==> src/rtl/branch_seq_pkg.sv <==
// Shared definitions for the conditional-jump sequencer:
// condition codes, flag bit positions and FSM state encoding.
package branch_seq_pkg;

  localparam int BYTE_W = 8;

  localparam int F_N = 0;
  localparam int F_Z = 1;
  localparam int F_C = 2;
  localparam int F_V = 3;

  typedef enum logic [3:0] {
    CC_AL = 4'd0,
    CC_EQ = 4'd1,
    CC_NE = 4'd2,
    CC_CS = 4'd3,
    CC_CC = 4'd4,
    CC_MI = 4'd5,
    CC_PL = 4'd6,
    CC_VS = 4'd7,
    CC_VC = 4'd8,
    CC_HI = 4'd9,
    CC_LS = 4'd10,
    CC_GE = 4'd11,
    CC_LT = 4'd12,
    CC_GT = 4'd13,
    CC_LE = 4'd14,
    CC_NV = 4'd15
  } cc_t;

  typedef enum logic [1:0] {
    S_IDLE     = 2'd0,
    S_FETCH_LO = 2'd1,
    S_FETCH_HI = 2'd2,
    S_COMMIT   = 2'd3
  } state_t;

endpackage

==> src/rtl/branch_seq_if.sv <==
// Operand-fetch handshake between the jump sequencer
// and memory: request out, byte plus ready back.
interface branch_seq_if;
  import branch_seq_pkg::*;

  logic              rd_req;
  logic [BYTE_W-1:0] bus;
  logic              rdy;

  modport master (
    output rd_req,
    input  bus,
    input  rdy
  );

  modport slave (
    input  rd_req,
    output bus,
    output rdy
  );

endinterface

==> src/rtl/branch_seq_cond.sv <==
// Combinational condition evaluator: maps a 4-bit
// condition code and the N/Z/C/V flags to a decision.
module cond_eval
  import branch_seq_pkg::*;
(
  input  logic [3:0] cond,
  input  logic [3:0] fin,
  output logic       true
);

  logic n;
  logic z;
  logic c;
  logic v;

  assign n = fin[F_N];
  assign z = fin[F_Z];
  assign c = fin[F_C];
  assign v = fin[F_V];

  always_comb begin
    true = 1'b0;
    unique case (cc_t'(cond))
      CC_AL: true = 1'b1;
      CC_EQ: true = z;
      CC_NE: true = ~z;
      CC_CS: true = c;
      CC_CC: true = ~c;
      CC_MI: true = n;
      CC_PL: true = ~n;
      CC_VS: true = v;
      CC_VC: true = ~v;
      CC_HI: true = c & ~z;
      CC_LS: true = ~c | z;
      CC_GE: true = (n == v);
      CC_LT: true = (n != v);
      CC_GT: true = ~z & (n == v);
      CC_LE: true = z | (n != v);
      CC_NV: true = 1'b0;
    endcase
  end

endmodule

==> src/rtl/branch_seq.sv <==
// Conditional-jump sequencer: decides on start, fetches a
// two-byte target when taken, then strobes load or skip.
module branch_seq
  import branch_seq_pkg::*;
#(
  parameter int ADDR_W = 16
) (
  input  logic              clk,
  input  logic              reset,
  input  logic              start,
  input  logic [3:0]        cond,
  input  logic [3:0]        fin,
  branch_seq_if.master      mem,
  output logic [ADDR_W-1:0] pc_addr,
  output logic              pc_load,
  output logic              pc_skip,
  output logic              busy,
  output logic              taken
);

  state_t state;
  state_t state_nx;

  logic cond_true;
  logic accept;
  logic lo_we;
  logic hi_we;
  logic rd_req;

  cond_eval u_cond (
    .cond (cond),
    .fin  (fin),
    .true (cond_true)
  );

  assign accept     = start && (state == S_IDLE);
  assign mem.rd_req = rd_req;

  always_ff @(posedge clk or posedge reset) begin
    if (reset) state <= S_IDLE;
    else       state <= state_nx;
  end

  always_comb begin
    state_nx = state;
    rd_req   = 1'b0;
    pc_load  = 1'b0;
    pc_skip  = 1'b0;
    busy     = 1'b1;
    lo_we    = 1'b0;
    hi_we    = 1'b0;
    unique case (state)
      S_IDLE: begin
        busy = 1'b0;
        if (start) begin
          state_nx = cond_true ? S_FETCH_LO
                               : S_COMMIT;
        end
      end
      S_FETCH_LO: begin
        rd_req = 1'b1;
        if (mem.rdy) begin
          lo_we    = 1'b1;
          state_nx = S_FETCH_HI;
        end
      end
      S_FETCH_HI: begin
        rd_req = 1'b1;
        if (mem.rdy) begin
          hi_we    = 1'b1;
          state_nx = S_COMMIT;
        end
      end
      S_COMMIT: begin
        pc_load  = taken;
        pc_skip  = ~taken;
        state_nx = S_IDLE;
      end
    endcase
  end

  // Flags are only looked at on the accepting edge;
  // later flag reloads cannot alter the decision.
  always_ff @(posedge clk or posedge reset) begin
    if (reset) begin
      pc_addr <= '0;
      taken   <= 1'b0;
    end else begin
      if (accept) taken <= cond_true;
      if (lo_we) begin
        pc_addr[BYTE_W-1:0] <= mem.bus;
      end
      if (hi_we) begin
        pc_addr[ADDR_W-1:BYTE_W] <=
          mem.bus[ADDR_W-BYTE_W-1:0];
      end
    end
  end

endmodule

==> src/flat_wrapper.sv <==
// flat-port wrapper written by rule: the top's interface ports become plain ports
module branch_seq_flat import branch_seq_pkg::*;
#(
  parameter int ADDR_W = 16
)
  (clk, reset, start, cond, fin, pc_addr, pc_load, pc_skip, busy, taken, mem_rd_req, mem_bus, mem_rdy);
  branch_seq_if mem_i ();
  input  logic clk;
  input  logic reset;
  input  logic start;
  input  logic [3:0] cond;
  input  logic [3:0] fin;
  output logic [ADDR_W-1:0] pc_addr;
  output logic pc_load;
  output logic pc_skip;
  output logic busy;
  output logic taken;
  output wire logic [$bits(mem_i.rd_req)-1:0] mem_rd_req;
  input wire logic [$bits(mem_i.bus)-1:0] mem_bus;
  input wire logic [$bits(mem_i.rdy)-1:0] mem_rdy;
  assign mem_rd_req = mem_i.rd_req;
  assign mem_i.bus = mem_bus;
  assign mem_i.rdy = mem_rdy;
  branch_seq #(.ADDR_W(ADDR_W)) u_core (.clk(clk), .reset(reset), .start(start), .cond(cond), .fin(fin), .mem(mem_i), .pc_addr(pc_addr), .pc_load(pc_load), .pc_skip(pc_skip), .busy(busy), .taken(taken));
endmodule
==> config.mk <==
export PLATFORM = sky130hd
export DESIGN_NAME = branch_seq_flat
export DESIGN_NICKNAME = d
export VERILOG_FILES = /design/src/rtl/branch_seq_pkg.sv /design/src/rtl/branch_seq_if.sv /design/src/rtl/branch_seq_cond.sv /design/src/rtl/branch_seq.sv /design/src/flat_wrapper.sv
export SDC_FILE = /design/constraint.sdc
export NUM_CORES = 1
export LEC_CHECK = 0
export ABC_CLOCK_PERIOD_IN_PS = 2400
export BUFFER_PORTS_ARGS = -buffer_cell sky130_fd_sc_hd__buf_4
export CAP_MARGIN = 20
export CORE_MARGIN = 2
export CORE_UTILIZATION = 40
export DETAILED_ROUTE_END_ITERATION = 6
export MAX_ROUTING_LAYER = met4
export PLACE_DENSITY = 0.74
export SYNTH_ARGS = -nofsm -noshare
export SYNTH_HDL_FRONTEND = slang
export SYNTH_SLANG_ARGS = --single-unit
==> constraint.sdc <==
create_clock -name clk -period 2.4 [get_ports clk]
set_input_delay 0.36 -clock clk [delete_from_list [all_inputs] [get_ports clk]]
set_output_delay 0.36 -clock clk [all_outputs]
set_load 0.01 [all_outputs]
# After elaboration in Yosys (flattened, before gate mapping)
# Index checks and enable logic that the tools add are counted.
# classes
addsub	0
mul	0
bitwise_logic	9
n_eq_ne	23
div	0
shift	0
mux	13
order_cmp	0
n_reduce_logical	5
# ops
operator	count
4-bit equality test, second input constant	8
4-bit by 3-bit equality test with 1-bit output, second input constant	4
1-bit case mux with 16 select lines	1
4-bit by 2-bit equality test with 1-bit output, second input constant	2
2-bit 2-to-1 mux	4
2-bit case mux with 4 select lines	1
1-bit 2-to-1 mux	7
2-bit != test, second input constant	3
1-bit NOT	5
2-bit equality test, second input constant	2
4-bit by 1-bit equality test with 1-bit output, second input constant	1
4-bit logical NOT	1
3-bit AND reduction	1
1-bit bitwise AND	2
2-bit by 1-bit equality test with 1-bit output, second input constant	1
2-bit logical NOT	1
1-bit OR	2
2-bit OR reduction	1
1-bit equality test	1
1-bit logical AND	1
1-bit != test	1
# totals
ff_bits	19
mem_bits_rw	0
n_memories	0
latch_bits	0
rom_bits	0
in_bits	20
out_inout_bits	21

# Longest topological paths before layout
# Gate-level depths: netlist of run 1.
# logic_depth
depth_word	6
mapped_depth	7
depth_no_buf	7

# Modules after synthesis
# Synthesis of run 1 repeated with hierarchy kept, for this count alone.
# unflattened
cells_unflattened	84
area_unflattened_um2	1023.5
# by_module_without_submodules
mod	area_each_um2	seq_area_each_um2	cells_per_inst	n_inst
branch_seq	820.8	475.5	57	1
cond_eval	202.7	0.0	27	1

# Worst setup path after synthesis of run 1
# Ideal clock, no wire load.
# synth_timing
path_kind	input to register
from	input cond[0]
to	register u_core.taken
required_time_ps	2281
path_slack_ps	940
stages	6
path_buffers	1
arrival_ps	1341
setup_time_ps	119
path_cell_list	buf_6 > mux2_4 > o211ai_1 > o311ai_1 > a211o_2 > a2bb2oi_2
# synth_via
elab_chain_cells	2
word_cells_on_any_way	17
cone_classes	15 x eq/ne; 1 x mux; 1 x reduce/logical
# synth_lines
item	line	source
from (decl)	flat_wrapper.sv:11	input logic [3:0] cond;
4-bit equality test (tied with other cells)	branch_seq_cond.sv:23	unique case (cc_t'(cond))
1-bit case mux with 16 select lines (*)	branch_seq_cond.sv:23	
to (signal assigned)	branch_seq.sv:89	if (accept) taken <= cond_true;
to (decl)	branch_seq.sv:18	output logic taken
# Every way passes the cells marked *; elsewhere a longest branch is shown, timed or not.
# A chain may end at the register's enable or synchronous reset.

# Worst setup path in the final report of run 1
# layout_timing
from	register u_core.state[0]
to	output mem_rd_req
# layout_via
elab_chain_cells	3
word_cells_on_any_way	4
cone_classes	2 x eq/ne; 1 x mux; 1 x reduce/logical
# layout_lines
item	line	source
from (decl)	branch_seq.sv:21	state_t state;
from (signal assigned)	branch_seq.sv:41	else state <= state_nx;
2-bit by 1-bit equality test with 1-bit output / 2-bit equality test (equally long branches)	branch_seq.sv:52	unique case (state)
2-bit OR reduction (no source line) (*)	n/a	
1-bit 2-to-1 mux (*)	branch_seq.sv:52	
to (decl)	flat_wrapper.sv:18	output wire logic [$bits(mem_i.rd_req)-1:0] mem_rd_req;
# Marked as above.

==> impl_metrics.csv, run 1 <==
group,metric,value,unit
run_status,outcome,"complete, no violations",
timing,worst_pin_slew,0.676,ns
logic_synthesis,synth-seq-cells,19,
drt,vias_per_cell,5.00,
clocking,htreeDepth,1,
logic_synthesis,yosysUniqueCellTypes,28,
logic_synthesis,avgSynthCellArea,11.7,um2
timing,fmax,0.626,GHz
logic_synthesis,ys_seq_area_share,47.1,%
drt,drc_errors,0,
timing,max_slew_margin,54.9,%
logic_synthesis,synthTopCellsByArea,"dfrtp_1 (47%), mux2_2 (18%), ha_1 (6.2%)",
global_routing,grt_pass1_wl,3250,um
clocking,cts-buffers-inserted,3,
clocking,clockBufferDepth,2,
job,maxCapViolCount,0,
drt,dr_wl_met2,1050,um
die,die_x,54.2,um
timing,finClkSkew,0.00325,ns
timing,setup_viol,0,
place,gp_congestion,0.789,
clocking,clk_latency,0.28,ns
die,die_height,54.2,um
clocking,clk_pin_slew,0.09,ns
global_routing,grt.overflow.total,0,
clocking,ctsResizeCount,0,
place,dp_hpwl,1670,um
logic_synthesis,synth_top_area_share,47.1,%
place,dpl_cell_area,1340,um2
drt,highest_layer,"met3",
setup_path,critical_path_class,"reg2out",
timing,rsz0062_at_grt,"false",
setup_path,start_kind,"flop",
drt,routed_wl,2090,um
setup_path,crit_required,2.04,ns
logic_synthesis,ys_warn_count,0,
drt,wl_met1,887,um
timing,hold_viol_final,0,
global_routing,antenna_found_initial,0,
drt,drt_first_pass_iters,4,
logic_synthesis,synth_top_area_cell,"dfrtp_1",
clocking,cts_tree,"built",
setup_path,timing.rr.start,"u_core.state[0]$_DFFE_PP0P_",
setup_path,reg2reg_depth,7,
clocking,holdBufCountCts,0,
layout,drive_above_1_share,49.6,%
global_routing,grt_max_degree,20,
drt,dr_wl_met3,157,um
clocking,cts_setup_buffers,0,
logic_synthesis,synth_cells,86,
timing,tns,0,ns
die,io_pins,41,
layout,fin_cells,159,
die,core-area,2430,um2
setup_path,path_max_fanout,4,
pwr,p_per_area,1170,nW/um2
die,rows,18,
global_routing,first_global_vias,771,
drt,vias,795,
timing,slew_violations,0,
die,start_util,41.5,%
layout,nets,155,
layout,area_growth,35.0,%
setup_path,r2r_setup_slack,0.82,ns
logic_synthesis,synth_area,1010,um2
drt,wl_per_cell,13.2,um
clocking,clock-sinks,19,
global_routing,grt_usage,15.3,%
pwr,p_leak,0.664,nW
timing,period_share,66.6,%
setup_path,crit_path_end_kind,"output port",
pwr,ir_drop,0.825,mV
place,place_inst,155,
timing,finalCriticalPeriod,1.60,ns
clocking,root_buffer,"clkbuf_4",
layout,diodes,0,
layout,most-common-layout-cells,"buf_4 (40), dfrtp_1 (19), mux2_2 (16)",
die,dieArea,2940,um2
logic_synthesis,synthesis.nets,111,
drt,first_iter_violations,3,
drt,ant_nets,0,
place,port_buffers,40,
setup_path,cp.arrival,1.24,ns
setup_path,r2r_end,"u_core.state[1]$_DFFE_PP0P_",
layout,fin_area,1360,um2
layout,final_common_cell,"buf_4",
min_path,hold_class,"in2async",
[layout make-up]
class / instances / area (um2)
Clock buffer: 4 / 26.3
Fill cell: 225 / 1070
Inverter: 7 / 26.3
Multi-Input combinational cell: 59 / 495
Sequential cell: 19 / 475
Tap cell: 30 / 37.5
Timing Repair Buffer: 40 / 300
[routing by layer]
metal  up-vias  global-route usage [%]
li1        393                       -
met1       373                    18.8
met2        29                    27.1
met3         0                    2.19
met4         0                    2.50
met5         -                       -
[per-stage QoR]
stage               power [mW]  worst slack, ns  utilization (%)  hold slack (ns)
floorplan                 1.05            0.940                -            0.311
global placement          1.42            0.866             54.9            0.491
detailed placement        1.46            0.837             54.9            0.496
CTS                       1.61            0.789             56.0            0.189
global route              1.71            0.696             56.0            0.233
finish                    1.59            0.803             56.0            0.172
[flip-flops by register name (all words and copies together) (netlist names)]
| name | cells |
|---|---|
| u_core.pc_addr | 16 |
| u_core.state | 2 |
| u_core.taken | 1 |
[cells by family (layout without fill, tap and decap cells)]
| kind of cell | count (synthesis) | in the layout | synth area share, % |
|---|---|---|---|
| flops | 19 | 19 | 47.1 |
| buf+inv | 8 | 51 | 3.72 |
| xor+xnor | 1 | 1 | 0.869 |
| compound gates | 16 | 16 | 12.4 |
| simple gates | 20 | 20 | 10.3 |
| fa+ha+maj | 5 | 5 | 6.20 |
| mux | 17 | 17 | 19.4 |
[worst max-delay path: stages, from the launching register on]
cell	delay (ns)
dfrtp_1	0.41
inv_1	0.14
ha_1	0.26
buf_4	0.15
[how the worst max path moves through the flow]
stage | startpoint | cells after the start | end
finish | u_core.state[0]$_DFFE_PP0P_ | 3 | mem_rd_req
global route | u_core.state[0]$_DFFE_PP0P_ | 7 | u_core.state[1]$_DFFE_PP0P_
CTS | u_core.state[0]$_DFFE_PP0P_ | 3 | mem_rd_req
detailed placement | u_core.state[0]$_DFFE_PP0P_ | 7 | u_core.state[1]$_DFFE_PP0P_
global placement | fin[1] | 6 | u_core.taken$_DFFE_PP0P_
floorplan | cond[0] | 6 | u_core.taken$_DFFE_PP0P_
[cells in the mapped netlist, drive strengths merged]
library cell  instances
a211o                 3
nand2b                2
dfrtp                19
o32ai                 1
nor2                  4
nand2                 5
buf                   1
a2bb2oi               2
mux2                 17
xor2                  1
ha                    5
o211ai                1
nand3b                1
o311ai                1
or2                   1
inv                   7
and3                  1
nor3b                 1
nor3                  2
o22ai                 2
a21oi                 4
and2                  2
nor2b                 1
a21o                  1
o21ai                 1
[power by group]
part	internal (mW)	switching, mW	total [mW]
Combinational	0.477	0.376	0.853
Clock	0.0645	0.0840	0.148
Sequential	0.486	0.100	0.587
(Power assumes the default switching activity.)
==> run 2: changes to the inputs <==
ABC_CLOCK_PERIOD_IN_PS = 1500   (was 2400)
clock period = 1.5 ns   (was 2.4 ns; I/O delays follow)
==> run 2 against run 1 <==
Setup slack lost 0.74 ns. Combinational power grew 77%. Total power grew 71%. Via count grew 6.9%. Critical path depth is the same. Sequential share of layout area shrank 2.0 points. First-iteration DRC count grew to 4.3 times the previous value. Register-to-register slack lost 0.74 ns. Sequential power grew 60%. Clock skew grew 0.0057 ns. Clock power grew 75%. Die area is the same.
==> impl_metrics.csv, run 2 (synthesized netlist as in run 1, its figures left out) <==
group,metric,value,unit
clocking,clock-sinks,19,
place,gp_congestion,0.779,
timing,finClkSkew,0.00893,ns
layout,fin_area,1440,um2
global_routing,grt_usage,17.6,%
setup_path,path_cells,"ha_1, and2_1, buf_4",
layout,most-common-layout-cells,"buf_4 (41), dfrtp_1 (19), mux2_2 (16)",
clocking,cts_setup_buffers,0,
drt,first_iter_violations,13,
layout,area_growth,43.2,%
global_routing,grt_pass1_wl,3570,um
global_routing,antenna_found_initial,0,
die,die_x,54.2,um
place,dp_slack,-0.0443,ns
drt,vias_per_cell,5.21,
die,die_height,54.2,um
global_routing,first_global_vias,846,
layout,largestRegisters,"u_core.pc_addr x16, u_core.state x2, u_core.taken x1",
layout,nets,159,
layout,largest_register_ffs,16,
layout,diodes,0,
drt,routed_wl,2260,um
clocking,root_buffer,"clkbuf_4",
setup_path,path_max_fanout,3,
timing,slew_violations,0,
die,start_util,41.5,%
die,io_pins,41,
setup_path,start_kind,"flop",
setup_path,slowest_stage,"dfrtp_1",
timing,fmax,0.694,GHz
pwr,ir_drop,1.21,mV
timing,worst_pin_slew,0.346,ns
clocking,clk_pin_slew,0.11,ns
die,dieArea,2940,um2
layout,n_fill_cell,216,
setup_path,critPathMaxStageDelay,0.43,ns
place,dp_hpwl,1830,um
setup_path,r2r_setup_slack,0.08,ns
setup_path,critical_path_class,"reg2out",
pwr,p_leak,0.696,nW
min_path,hold_class,"in2reg",
place,dpl_cell_area,1380,um2
timing,setup_viol,0,
timing,rsz0062_at_grt,"false",
clocking,clockBufferDepth,2,
setup_path,cp.arrival,1.22,ns
timing,fin_hold_ws,0.155,ns
drt,ant_nets,0,
layout,regMostFlops,"u_core.pc_addr",
drt,wl_per_cell,13.9,um
drt,drt_first_pass_iters,4,
setup_path,crit_buf_inv,1,
timing,setup_ws,0.0594,ns
die,rows,18,
clocking,cts-buffers-inserted,3,
die,core-area,2430,um2
layout,final_common_cell,"buf_4",
drt,vias,850,
pwr,p_per_area,1880,nW/um2
layout,drive_above_1_share,55.6,%
run_status,outcome,"complete, no violations",
timing,period_share,96.0,%
setup_path,crit_path_end_kind,"output port",
clocking,cts_tree,"built",
timing,max_slew_margin,76.8,%
timing,hold_viol_final,0,
timing,finalCriticalPeriod,1.44,ns
drt,drc_errors,0,
setup_path,crit_required,1.27,ns
global_routing,grt.overflow.total,0,
setup_path,critPathTopFamily,"flip-flops",
global_routing,grt_max_degree,20,
clocking,clk_latency,0.30,ns
clocking,htreeDepth,1,
job,maxCapViolCount,0,
place,port_buffers,40,
[run 2: area by class of cell]
cell class	instances	area, um2	area share [%]
Clock buffer	3	22.5	1.56
Sequential cell	19	475	32.9
Clock inverter	1	5.00	0.347
Inverter	7	26.3	1.82
Timing Repair Buffer	44	358	24.8
Multi-Input combinational cell	59	519	36.0
Tap cell	30	37.5	2.60
[run 2: where the power goes]
group	total [mW]	leakage (nW)	switching (mW)	internal [mW]
combinational	1.51	0.454	0.649	0.863
clock	0.259	0.0177	0.160	0.0994
sequential	0.938	0.224	0.161	0.777
[run 2: worst paths after layout]
| path | startpoint | endpoint | cells after the start |
|---|---|---|---|
| setup / recovery | u_core.state[0]$_DFFE_PP0P_ | pc_load | 3 |
| hold / removal | mem_bus[4] | u_core.pc_addr[4]$_DFFE_PP0P_ | 2 |
| setup reg to reg | u_core.state[0]$_DFFE_PP0P_ | u_core.state[1]$_DFFE_PP0P_ | 7 |
| hold reg to reg | u_core.pc_addr[14]$_DFFE_PP0P_ | u_core.pc_addr[14]$_DFFE_PP0P_ | 1 |
| max in group asynchronous | reset | u_core.state[0]$_DFFE_PP0P_ | 4 |
| min in group asynchronous | reset | u_core.pc_addr[10]$_DFFE_PP0P_ | 4 |
[run 2: worst register-to-register path, cell delays in order, from the launching register on]
cell and delay (ns):
dfrtp_1 0.43, inv_2 0.12, ha_4 0.14, inv_1 0.06
o22ai_2 0.25, nor3b_1 0.08, a21oi_1 0.17, o21ai_2 0.07
[run 2: per-layer routing]
metal	vias to the layer above	routed length [um]	global-route usage, %
met5	-	0	-
met4	0	17	6.25
met3	2	104	1.64
met2	35	1220	33.9
met1	415	917	18.5
li1	398	-	-
[run 2: stage by stage]
| step | total power [mW] | util (%) | cells | TNS [ns] |
|---|---|---|---|---|
| finish | 2.71 | 59.4 | 163 | 0 |
| global route | 2.89 | 59.4 | 163 | 0 |
| CTS | 2.68 | 58.6 | 163 | 0 |
| detailed placement | 2.41 | 56.8 | 158 | -0.0443 |
| global placement | 2.33 | 56.8 | 158 | 0 |
| floorplan | 1.68 | - | 86 | 0 |
[run 2: what timing repair did]
action | in CTS | in global routing
pin swaps | 0 | 1
gates resized for setup | 2 | 4
hold buffers | 1 | 0
setup endpoints to repair | 2 | 3
hold endpoints to repair | 19 | 0
